[config.mk]
export PLATFORM = sky130hd
export DESIGN_NAME = mips_multicycle_control_flat
export DESIGN_NICKNAME = d
export VERILOG_FILES = /design/src/rtl/mips_pkg.sv /design/src/rtl/mips_multicycle_control_if.sv /design/src/rtl/mips_multicycle_control.sv /design/src/flat_wrapper.sv
export SDC_FILE = /design/constraint.sdc
export NUM_CORES = 1
export LEC_CHECK = 0
export ABC_AREA = 1
export CAP_MARGIN = 30
export CORE_MARGIN = 10
export CORE_UTILIZATION = 30
export CTS_CLUSTER_SIZE = 12
export DETAILED_ROUTE_END_ITERATION = 12
export GPL_ROUTABILITY_DRIVEN = 1
export PLACE_DENSITY_LB_ADDON = 0.3
export SETUP_SLACK_MARGIN = 0.5
export SLEW_MARGIN = 20
export SYNTH_ARGS = -nofsm -noshare
export SYNTH_HDL_FRONTEND = slang
export SYNTH_SLANG_ARGS = --single-unit
[constraint.sdc]
create_clock -name i_clk -period 2.8 [get_ports i_clk]
set_input_delay 0.56 -clock i_clk [delete_from_list [all_inputs] [get_ports i_clk]]
set_output_delay 0.56 -clock i_clk [all_outputs]
set_load 0.05 [all_outputs]
[src/rtl/mips_pkg.sv]
// Shared encodings for the multicycle MIPS control path: opcodes, FSM
// states, ALU-op codes (also used by the ALU control decoder) and mux selects.
package mips_pkg;

    localparam logic [5:0] OPC_RTYPE = 6'b000000;
    localparam logic [5:0] OPC_LW    = 6'b100011;
    localparam logic [5:0] OPC_SW    = 6'b101011;
    localparam logic [5:0] OPC_BEQ   = 6'b000100;
    localparam logic [5:0] OPC_J     = 6'b000010;

    typedef enum logic [3:0] {
        ST_FETCH   = 4'h0,
        ST_DECODE  = 4'h1,
        ST_MEMADR  = 4'h2,
        ST_MEMRD   = 4'h3,
        ST_MEMWB   = 4'h4,
        ST_MEMWR   = 4'h5,
        ST_EXEC    = 4'h6,
        ST_RTYPEWB = 4'h7,
        ST_BRANCH  = 4'h8,
        ST_JUMP    = 4'h9,
        ST_IDLE    = 4'hF
    } state_e;

    localparam logic [1:0] OP_LS    = 2'b00;
    localparam logic [1:0] OP_BQ    = 2'b01;
    localparam logic [1:0] OP_RTYPE = 2'b10;

    localparam logic [1:0] SRCB_RT     = 2'b00;
    localparam logic [1:0] SRCB_FOUR   = 2'b01;
    localparam logic [1:0] SRCB_IMM    = 2'b10;
    localparam logic [1:0] SRCB_IMM_SH = 2'b11;

    localparam logic [1:0] PCSRC_ALU    = 2'b00;
    localparam logic [1:0] PCSRC_ALUOUT = 2'b01;
    localparam logic [1:0] PCSRC_JUMP   = 2'b10;

endpackage

[src/rtl/mips_multicycle_control_if.sv]
// Control <-> datapath bundle: instruction opcode and memory handshake in,
// datapath enables and mux selects out.
interface mips_multicycle_control_if;

    logic [5:0] i_opcode;
    logic       i_memReady;
    logic       o_pcWrite;
    logic       o_pcWriteCond;
    logic       o_iorD;
    logic       o_memRead;
    logic       o_memWrite;
    logic       o_irWrite;
    logic       o_memToReg;
    logic       o_regDst;
    logic       o_regWrite;
    logic       o_aluSrcA;
    logic [1:0] o_aluSrcB;
    logic [1:0] o_aluOp;
    logic [1:0] o_pcSource;
    logic       o_illegal;
    logic [3:0] o_state;

    // Controller side
    modport master (
        input  i_opcode, i_memReady,
        output o_pcWrite, o_pcWriteCond, o_iorD, o_memRead, o_memWrite,
               o_irWrite, o_memToReg, o_regDst, o_regWrite, o_aluSrcA,
               o_aluSrcB, o_aluOp, o_pcSource, o_illegal, o_state
    );

    // Datapath side
    modport slave (
        output i_opcode, i_memReady,
        input  o_pcWrite, o_pcWriteCond, o_iorD, o_memRead, o_memWrite,
               o_irWrite, o_memToReg, o_regDst, o_regWrite, o_aluSrcA,
               o_aluSrcB, o_aluOp, o_pcSource, o_illegal, o_state
    );

endinterface

[src/rtl/mips_multicycle_control.sv]
// Main control FSM for the multicycle MIPS datapath (R-type, lw, sw, beq, j).
// Outputs decode from the state register; FETCH's PC/IR loads are gated by
// the memory-ready handshake so a stall never double-increments the PC.
module mips_multicycle_control
    import mips_pkg::*;
(
    input logic                         i_clk,
    input logic                         i_rst,
    mips_multicycle_control_if.master   bus
);

    state_e state_q;
    state_e state_d;

    // State register with synchronous reset to IDLE
    always_ff @(posedge i_clk) begin
        if (i_rst) begin
            state_q <= ST_IDLE;
        end else begin
            state_q <= state_d;
        end
    end

    // Next-state sequencing; opcode only consulted in DECODE and MEMADR
    always_comb begin
        state_d = state_q;
        case (state_q)
            ST_IDLE:    state_d = ST_FETCH;
            ST_FETCH:   state_d = bus.i_memReady ? ST_DECODE : ST_FETCH;
            ST_DECODE: begin
                case (bus.i_opcode)
                    OPC_LW, OPC_SW: state_d = ST_MEMADR;
                    OPC_RTYPE:      state_d = ST_EXEC;
                    OPC_BEQ:        state_d = ST_BRANCH;
                    OPC_J:          state_d = ST_JUMP;
                    default:        state_d = ST_FETCH;
                endcase
            end
            ST_MEMADR:  state_d = (bus.i_opcode == OPC_SW) ? ST_MEMWR : ST_MEMRD;
            ST_MEMRD:   state_d = bus.i_memReady ? ST_MEMWB : ST_MEMRD;
            ST_MEMWR:   state_d = bus.i_memReady ? ST_FETCH : ST_MEMWR;
            ST_MEMWB:   state_d = ST_FETCH;
            ST_EXEC:    state_d = ST_RTYPEWB;
            ST_RTYPEWB: state_d = ST_FETCH;
            ST_BRANCH:  state_d = ST_FETCH;
            ST_JUMP:    state_d = ST_FETCH;
            default:    state_d = ST_IDLE;
        endcase
    end

    // Output decode; every control defaults low
    always_comb begin
        bus.o_pcWrite     = 1'b0;
        bus.o_pcWriteCond = 1'b0;
        bus.o_iorD        = 1'b0;
        bus.o_memRead     = 1'b0;
        bus.o_memWrite    = 1'b0;
        bus.o_irWrite     = 1'b0;
        bus.o_memToReg    = 1'b0;
        bus.o_regDst      = 1'b0;
        bus.o_regWrite    = 1'b0;
        bus.o_aluSrcA     = 1'b0;
        bus.o_aluSrcB     = SRCB_RT;
        bus.o_aluOp       = OP_LS;
        bus.o_pcSource    = PCSRC_ALU;
        bus.o_illegal     = 1'b0;
        case (state_q)
            ST_FETCH: begin
                bus.o_memRead  = 1'b1;
                bus.o_aluSrcB  = SRCB_FOUR;
                bus.o_aluOp    = OP_LS;
                bus.o_pcSource = PCSRC_ALU;
                bus.o_pcWrite  = bus.i_memReady;
                bus.o_irWrite  = bus.i_memReady;
            end
            ST_DECODE: begin
                bus.o_aluSrcB = SRCB_IMM_SH;
                bus.o_aluOp   = OP_LS;
                case (bus.i_opcode)
                    OPC_LW, OPC_SW, OPC_RTYPE, OPC_BEQ, OPC_J: bus.o_illegal = 1'b0;
                    default:                                   bus.o_illegal = 1'b1;
                endcase
            end
            ST_MEMADR: begin
                bus.o_aluSrcA = 1'b1;
                bus.o_aluSrcB = SRCB_IMM;
                bus.o_aluOp   = OP_LS;
            end
            ST_MEMRD: begin
                bus.o_memRead = 1'b1;
                bus.o_iorD    = 1'b1;
            end
            ST_MEMWB: begin
                bus.o_regWrite = 1'b1;
                bus.o_memToReg = 1'b1;
                bus.o_regDst   = 1'b0;
            end
            ST_MEMWR: begin
                bus.o_memWrite = 1'b1;
                bus.o_iorD     = 1'b1;
            end
            ST_EXEC: begin
                bus.o_aluSrcA = 1'b1;
                bus.o_aluSrcB = SRCB_RT;
                bus.o_aluOp   = OP_RTYPE;
            end
            ST_RTYPEWB: begin
                bus.o_regWrite = 1'b1;
                bus.o_regDst   = 1'b1;
            end
            ST_BRANCH: begin
                bus.o_aluSrcA     = 1'b1;
                bus.o_aluOp       = OP_BQ;
                bus.o_pcWriteCond = 1'b1;
                bus.o_pcSource    = PCSRC_ALUOUT;
            end
            ST_JUMP: begin
                bus.o_pcWrite  = 1'b1;
                bus.o_pcSource = PCSRC_JUMP;
            end
            default: ;
        endcase
    end

    assign bus.o_state = state_q;

endmodule

[src/flat_wrapper.sv]
// flat-port wrapper written by rule: the top's interface ports become plain ports
module mips_multicycle_control_flat import mips_pkg::*;
  (i_clk, i_rst, bus_i_opcode, bus_i_memReady, bus_o_pcWrite, bus_o_pcWriteCond, bus_o_iorD, bus_o_memRead, bus_o_memWrite, bus_o_irWrite, bus_o_memToReg, bus_o_regDst, bus_o_regWrite, bus_o_aluSrcA, bus_o_aluSrcB, bus_o_aluOp, bus_o_pcSource, bus_o_illegal, bus_o_state);
  mips_multicycle_control_if bus_i ();
  input logic i_clk;
  input logic i_rst;
  input wire logic [$bits(bus_i.i_opcode)-1:0] bus_i_opcode;
  input wire logic [$bits(bus_i.i_memReady)-1:0] bus_i_memReady;
  output wire logic [$bits(bus_i.o_pcWrite)-1:0] bus_o_pcWrite;
  output wire logic [$bits(bus_i.o_pcWriteCond)-1:0] bus_o_pcWriteCond;
  output wire logic [$bits(bus_i.o_iorD)-1:0] bus_o_iorD;
  output wire logic [$bits(bus_i.o_memRead)-1:0] bus_o_memRead;
  output wire logic [$bits(bus_i.o_memWrite)-1:0] bus_o_memWrite;
  output wire logic [$bits(bus_i.o_irWrite)-1:0] bus_o_irWrite;
  output wire logic [$bits(bus_i.o_memToReg)-1:0] bus_o_memToReg;
  output wire logic [$bits(bus_i.o_regDst)-1:0] bus_o_regDst;
  output wire logic [$bits(bus_i.o_regWrite)-1:0] bus_o_regWrite;
  output wire logic [$bits(bus_i.o_aluSrcA)-1:0] bus_o_aluSrcA;
  output wire logic [$bits(bus_i.o_aluSrcB)-1:0] bus_o_aluSrcB;
  output wire logic [$bits(bus_i.o_aluOp)-1:0] bus_o_aluOp;
  output wire logic [$bits(bus_i.o_pcSource)-1:0] bus_o_pcSource;
  output wire logic [$bits(bus_i.o_illegal)-1:0] bus_o_illegal;
  output wire logic [$bits(bus_i.o_state)-1:0] bus_o_state;
  assign bus_i.i_opcode = bus_i_opcode;
  assign bus_i.i_memReady = bus_i_memReady;
  assign bus_o_pcWrite = bus_i.o_pcWrite;
  assign bus_o_pcWriteCond = bus_i.o_pcWriteCond;
  assign bus_o_iorD = bus_i.o_iorD;
  assign bus_o_memRead = bus_i.o_memRead;
  assign bus_o_memWrite = bus_i.o_memWrite;
  assign bus_o_irWrite = bus_i.o_irWrite;
  assign bus_o_memToReg = bus_i.o_memToReg;
  assign bus_o_regDst = bus_i.o_regDst;
  assign bus_o_regWrite = bus_i.o_regWrite;
  assign bus_o_aluSrcA = bus_i.o_aluSrcA;
  assign bus_o_aluSrcB = bus_i.o_aluSrcB;
  assign bus_o_aluOp = bus_i.o_aluOp;
  assign bus_o_pcSource = bus_i.o_pcSource;
  assign bus_o_illegal = bus_i.o_illegal;
  assign bus_o_state = bus_i.o_state;
  mips_multicycle_control u_core (.i_clk(i_clk), .i_rst(i_rst), .bus(bus_i));
endmodule
# Yosys cells after proc, flatten, opt, wreduce, memory -nomap -nowiden
# Index checks and enable logic that the tools add are counted.
[op_classes] eq_ne=14 reduce_logical=9 n_mux=21
[ops] op="$pmux 4 s7" count=1
[ops] op="$eq 4x3->1 const B" count=4
[ops] op="$pmux 4 s4" count=1
[ops] op="$eq 4x4->1 const B" count=3
[ops] op="$eq 6x6->1 const B" count=2
[ops] op="$mux 1" count=12
[ops] op="$reduce_or 5->1" count=2
[ops] op="$mux 3" count=3
[ops] op="$eq 4x2->1 const B" count=2
[ops] op="$pmux 2 s2" count=2
[ops] op="$reduce_or 2->1" count=4
[ops] op="$eq 6x2->1 const B" count=1
[ops] op="$eq 6x3->1 const B" count=1
[ops] op="$logic_not 6->1" count=1
[ops] op="$pmux 2 s3" count=1
[ops] op="$eq 4x1->1 const B" count=1
[ops] op="$logic_not 4->1" count=1
[ops] op="$reduce_or 3->1" count=1
[ops] op="$pmux 1 s2" count=1
[word_totals] register_bits=4 out_inout_bits=21 word_cells=45 in_bits=9

# Logic depth before layout (Yosys ltp)
# Gate-level depths: netlist of the first run.
[depth] depth_word=4 depth_mapped=6 ltp_nobuf=6

# Worst setup path after synthesis of the first run
# Ideal clock, no wire load.
[synth_timing] path_kind="register -> output" start="reg u_core.state_q[0] (netlist: u_core.bus.o_state[0])" end="out bus_o_iorD" stages_incl_launch_ff=5 required_ns=2.240 t_arrival_ns=2.194 path_slack_ns=0.046 path_buffers=0 path_cell_list="dfxtp_1 > inv_1 > nor2_1 > inv_1 > o21ai_0"
[synth_between] elab_chain_len=3
[synth_rtl] element="from (decl)" line_no="mips_multicycle_control.sv:12" text="state_e state_q;"
[synth_rtl] element="from (signal assigned)" line_no="mips_multicycle_control.sv:20" text="state_q <= state_d;"
[synth_rtl] element="$eq 4x2->1 / $eq 4x3->1 (equally long branches)" line_no="mips_multicycle_control.sv:67" text="case (state_q)"
[synth_rtl] element="$reduce_or 2->1 (no source line) (*)"
[synth_rtl] element="$mux 1 (*)" line_no="mips_multicycle_control.sv:67"
[synth_rtl] element="to (decl)" line_no="flat_wrapper.sv:11" text="output wire logic [$bits(bus_i.o_iorD)-1:0] bus_o_iorD;"
# Every way passes the cells marked *; elsewhere a longest branch is shown, timed or not.

# Worst setup path in the final report of the first run
[layout_timing] start="in bus_i_opcode[3]" end="out bus_o_illegal"
[layout_between] elab_chain_len=4
[layout_rtl] element="from (decl)" line_no="flat_wrapper.sv:7" text="input wire logic [$bits(bus_i.i_opcode)-1:0] bus_i_opcode;"
[layout_rtl] element="$eq 6x6->1, or another cell as far along" line_no="mips_multicycle_control.sv:79" text="case (bus.i_opcode)"
[layout_rtl] element="$reduce_or 5->1 (*)" line_no="mips_multicycle_control.sv:79"
[layout_rtl] element="$mux 1 (*)" line_no="mips_multicycle_control.sv:79"
[layout_rtl] element="$mux 1 (*)" line_no="mips_multicycle_control.sv:67"
[layout_rtl] element="to (decl)" line_no="flat_wrapper.sv:22" text="output wire logic [$bits(bus_i.o_illegal)-1:0] bus_o_illegal;"
# Marked as above.

==> results of run 1 <==
==> cells in the final DEF (no fill, tap or decap), types with 3 or more instances in the layout <==
| cell type | count |
|---|---|
| clkbuf_4 | 3 |
| dlymetal6s2s_1 | 4 |
| nand3_1 | 14 |
| dfxtp_1 | 3 |
| nand2_2 | 3 |
| nand2_1 | 13 |
| clkdlybuf4s15_1 | 5 |
| inv_1 | 16 |
| clkdlybuf4s50_1 | 9 |
| dlygate4sd2_1 | 6 |
| nor2_1 | 22 |
==> stage by stage <==
step / hold WS, ps / instances / power, uW / cell area [sq um] / utilization
global route: 761.4 / 131 / 909.7 / 792.0 / 0.5867
floorplan: 764.9 / 85 / 607.0 / 465.4 / -
detailed placement: 714.4 / 128 / 820.4 / 772.0 / 0.5718
global placement: 696.0 / 128 / 811.5 / 772.0 / 0.5718
finish: 713.3 / 131 / 847.5 / 792.0 / 0.5867
CTS: 721.9 / 131 / 856.1 / 778.2 / 0.5765
==> worst max path at each step <==
stage | slack [ps] | from | end | depth (start not counted)
detailed placement | 540 | u_core.bus.o_state[0] | bus_o_iorD | 5
global placement | 540 | bus_i_opcode[3] | bus_o_illegal | 6
CTS | 510 | u_core.bus.o_state[2] | bus_o_aluSrcB[0] | 4
floorplan | 420 | u_core.bus.o_state[0] | bus_o_iorD | 4
finish | 540 | bus_i_opcode[3] | bus_o_illegal | 6
global route | 490 | bus_i_opcode[3] | bus_o_illegal | 6
==> worst max-delay path: cells and delay by family <==
family,cells,cell delay (ps)
buf+inv,2,670
simple gates,4,470
==> synth_stat cells <==
| library cell | n |
|---|---|
| a21o_2 | 1 |
| a21oi_1 | 2 |
| buf_4 | 1 |
| dfxtp_1 | 4 |
| inv_1 | 16 |
| nand2_1 | 14 |
| nand2_2 | 2 |
| nand3_1 | 14 |
| nand3_2 | 1 |
| nand3b_1 | 1 |
| nor2_1 | 24 |
| nor2_2 | 1 |
| nor2_4 | 1 |
| nor3_1 | 1 |
| o21ai_0 | 2 |
==> where the power goes <==
group,switching (uW),internal (uW),leakage (uW)
clock network,18.7,47.6,0.0000138
logic,467,178,0.000427
registers,47.5,88.2,0.0000334
==> final cells by class <==
| class | instances | area share |
|---|---|---|
| clock buffer | 3 | 0.02844 |
| sequential | 4 | 0.1027 |
| multi-input combinational | 64 | 0.4060 |
| tap | 15 | 0.02370 |
| timing repair buffer | 29 | 0.3633 |
| inverter | 16 | 0.07583 |
==> layer usage <==
layer | wire length [um] | global-route usage | vias up
met2 | 691 | 0.1442 | 20
met4 | 0 | 0.03020 | 0
met1 | 593 | 0.08222 | 253
met3 | 96 | 0.02575 | 0
li1 | - | - | 328
met5 | 0 | 0 | -
==> kinds of logic (layout without fill, tap and decap cells) <==
group / after synthesis / in the layout / synth area share
flops: 4 / 4 / 0.1813
buf+inv: 17 / 48 / 0.1530
simple gates: 59 / 59 / 0.6006
compound gates: 5 / 5 / 0.06516
==> timing repair <==
item,CTS,global route
gates resized for setup,13,15
buffers inserted,0,0
endpoints found under the setup margin,13,9
pin swaps,0,1
==> metrics, run 1 <==
status complete, no violations; Hold Buf Count CTS 0; global route overflow 0; CP cell instances clkdlybuf4s50_1 -> nor2_1 -> nand3_1 -> nand2_2 -> nor3_4 -> buf_12; reg2reg end u_core.bus.o_state[1]; Hold WC Path Type flop to flop; drt wl/cell 10.54 um; Final Worst Setup Slack 539.0 ps; die area 3407 sq um; worst vdd ir 0.4561 mV; final hold vios 0; Final nets 127; Max H-tree Level 1; HPWL after DPL 1243 um; Syn Std Cell Area 441.7 sq um; Residual DRC 0; hold path cells 3; area of the multi-input gates 321.6 sq um; max cap viols 0; n_diodes 0; Ports 30; initial antenna violation count 0; Hold EP u_core.bus.o_state[3]; share of cells above drive strength 1 0.1724; Clk Latency, worst-skew pair 220 ps; Critical R2R Launch u_core.bus.o_state[1]; Setup Skew 2.806 ps; Worst R2R Path Depth 5; RSZ-0062 raised after global routing no; register area share after synthesis 0.1813; Post-Synthesis Cells 85; fmax 442.3 MHz; TritonCTS Sinks 4; number of global-route vias before repair 581; setup_tns 0 ps; CTS max path bufs 2; DRT iter0 DRCs 3; PwrDens 1070 nW/um^2; Crit-path slowest cell clkdlybuf4s50_1; CTS tree done; Syn. warnings 0; Synth Register Bits 4; FF+latch area 81.33 sq um; Slew @ Worst Pin 511.5 ps; die height 58.37 um; pin count of the biggest net entering global routing 9; CP max FO 3; Vias 601; Worst EP required 2240 ps; Die Span X 58.37 um; max FFs per register 4; Placer Congestion 0.8091; R2R setup slack 1660 ps; Lkg Pwr 0.0004739 uW; Post-DRT Antenna Nets 0; TritonRoute pass-1 iters 4; Worst Path Arrival 1700 ps; row cnt 13; period utilization 0.8075; Slew HR 0.6579; top cells by area, synth nor2_1, dfxtp_1, nand3_1; Finish-stage setup viols 0; Port Buf Inserts 29; Avg Vias per Cell 4.588; synthesized net count 94; CTS root buf clkbuf_4; critical path type input pin to output pin; first-pass GRT wire length 2304 um; Synth Area per Inst 5.196 sq um; CP endpoint kind output pin; Layout area overhead 79.32%; Initial Util 0.3272; Total GRT Usage 0.07955; critical path startpoint category input pin; fin. max-slew vios 0; fin crit period 2261 ps; max incr delay on CP 510 ps; FILL cells 139; area leader, netlist nor2_1; Core ar. 1350 sq um; library cells used by synthesis 15; clock edge transition at the registers on the reported setup and hold paths 30 ps; DP Worst Slack 538.3 ps; Worst Hold Launch u_core.bus.o_state[3]; top cell type's share of synthesized area 0.2040; WL final 1381 um; CTS Buf Count 3
No activity file was read; power rests on OpenSTA's default activity.
==> inputs of run 2 (changes only) <==
Clock period 2.8 ns to 2.07 ns, I/O delays scaled along.
==> metrics, run 2 (synthesis results as in run 1) <==
status complete, no violations; CP max FO 4; Avg Vias per Cell 5.432; most frequent cells in the layout buf_4, buf_12, nand3_1, nor2_1, nor2_4; first-pass GRT wire length 3456 um; Ports 30; critical path type flop to output pin; setup_tns 0 ps; Clock power frac 0.058; Max H-tree Level 1; RSZ-0062 raised after global routing yes; initial antenna violation count 0; row cnt 13; n_diodes 0; CTS Buf Count 3; CP endpoint kind output pin; fin crit period 1807 ps; Worst Path Arrival 1390 ps; CP top delay family buffers and inverters; CTS root buf clkbuf_4; Port Buf Inserts 29; max incr delay on CP 380 ps; Slew @ Worst Pin 549.1 ps; fmax 553.3 MHz; Hold WC Path Type input pin to flop; share of cells above drive strength 1 0.6617; sequential share of power 0.140; Slew HR 0.6354; CP Buf/Inv Count 3; number of global-route vias before repair 757; critical path startpoint category flop; Crit-path slowest cell dfxtp_4; WL final 2673 um; global route overflow 0; die height 58.37 um; Finish-stage setup viols 0; FILL cells 61; max cap viols 0; CTS max path bufs 2; drt wl/cell 18.06 um; max FFs per register 4; HPWL after DPL 1439 um; Final nets 144; Vias 804; Total GRT Usage 0.1288; period utilization 0.8731; Worst EP required 1660 ps; Switching Share 0.5857; Comb power frac 0.802; commonest non-fill, non-tap cell in the layout buf_4; CTS tree done; Layout area overhead 174.5%; clock edge transition at the registers on the reported setup and hold paths 40 ps; TritonRoute pass-1 iters 4; Residual DRC 0; PwrDens 1459 nW/um^2; Lkg Pwr 0.0005663 uW; CP cell instances inv_4 -> nor2_4 -> inv_1 -> o21ai_4 -> buf_12; DRT iter0 DRCs 19; final hold vios 0; Clk Latency, worst-skew pair 240 ps; Post-DRT Antenna Nets 0; worst vdd ir 0.7768 mV; pin count of the biggest net entering global routing 9; die area 3407 sq um; fin. max-slew vios 0; Die Span X 58.37 um; Placer Congestion 0.8189; Setup Skew 3.609 ps; TritonCTS Sinks 4; P_int 733.1 uW; net switching power figure 1036 uW; Final Util 0.8981; Core ar. 1350 sq um; Initial Util 0.3272
==> run 2: cell types whose count changed in the layout (fill, tap and decap cells not counted), moves of 5 or more <==
| cell | before | now |
|---|---|---|
| buf_4 | 2 | 14 |
| buf_12 | 1 | 12 |
| nor2_1 | 22 | 11 |
| clkdlybuf4s50_1 | 9 | 1 |
| nor2_4 | 2 | 10 |
| inv_1 | 16 | 9 |
| buf_6 | 0 | 5 |
| clkbuf_2 | 2 | 7 |
==> run 2: layout make-up <==
class / count / area (sq um) / share of cell area
multi-input cells: 64 / 475.5 / 0.3922
clock buffers: 3 / 22.52 / 0.01858
flip-flops and latches: 4 / 95.09 / 0.07843
repair buffers: 46 / 530.5 / 0.4376
inverters: 16 / 70.07 / 0.05779
well taps: 15 / 18.77 / 0.01548
==> run 2: power groups by stage <==
stage	clock, uW	sequential, uW	combinational, uW
6_report	103	247	1420
5_1_grt	111	248	1480
4_1_cts	112	224	1310
3_5_place_dp	0	234	1220
3_3_place_gp	0	230	1210
2_1_floorplan	0	358	656
==> run 2: worst paths after layout <==
path / start / endpoint / slack, ps / cells past startpoint
max: u_core.bus.o_state[0] / bus_o_pcWrite / 260 / 5
min: bus_i_opcode[4] / u_core.bus.o_state[2] / 530 / 4
max reg2reg: u_core.bus.o_state[1] / u_core.bus.o_state[0] / 740 / 7
min reg2reg: u_core.bus.o_state[2] / u_core.bus.o_state[3] / 710 / 3
==> run 2: repair_timing <==
| item | in CTS | in global routing |
|---|---|---|
| pin swaps | 5 | 11 |
| hold buffers | 0 | 0 |
| buffers inserted | 12 | 5 |
| gates resized for setup | 34 | 26 |
| endpoints found under the setup margin | 20 | 20 |
==> run 2: layer usage <==
metal / vias up / track usage / share of wire
li1: 361 / - / -
met1: 366 / 0.1125 / 0.36
met2: 57 / 0.2473 / 0.51
met3: 20 / 0.04506 / 0.068
met4: 0 / 0.07047 / 0.061
met5: - / 0 / 0
==> run 2: tightest hold or removal path: stages <==
cell and delay [ps]:
clkbuf_2 110, nor2_2 50, nand3_1 70, nand3_1 80
==> run 2: metrics by stage <==
stage	hold WS, ps	std cells	total power, uW	area, sq um	setup WS (ps)
CTS	668.2	143	1650	1161	298.8
global placement	660.6	128	1441	989.7	104.4
detailed placement	671.1	128	1458	989.7	64.42
floorplan	618.7	85	1014	580.6	409.1
global route	576.8	148	1836	1212	227.8
finish	530.8	148	1769	1212	262.7
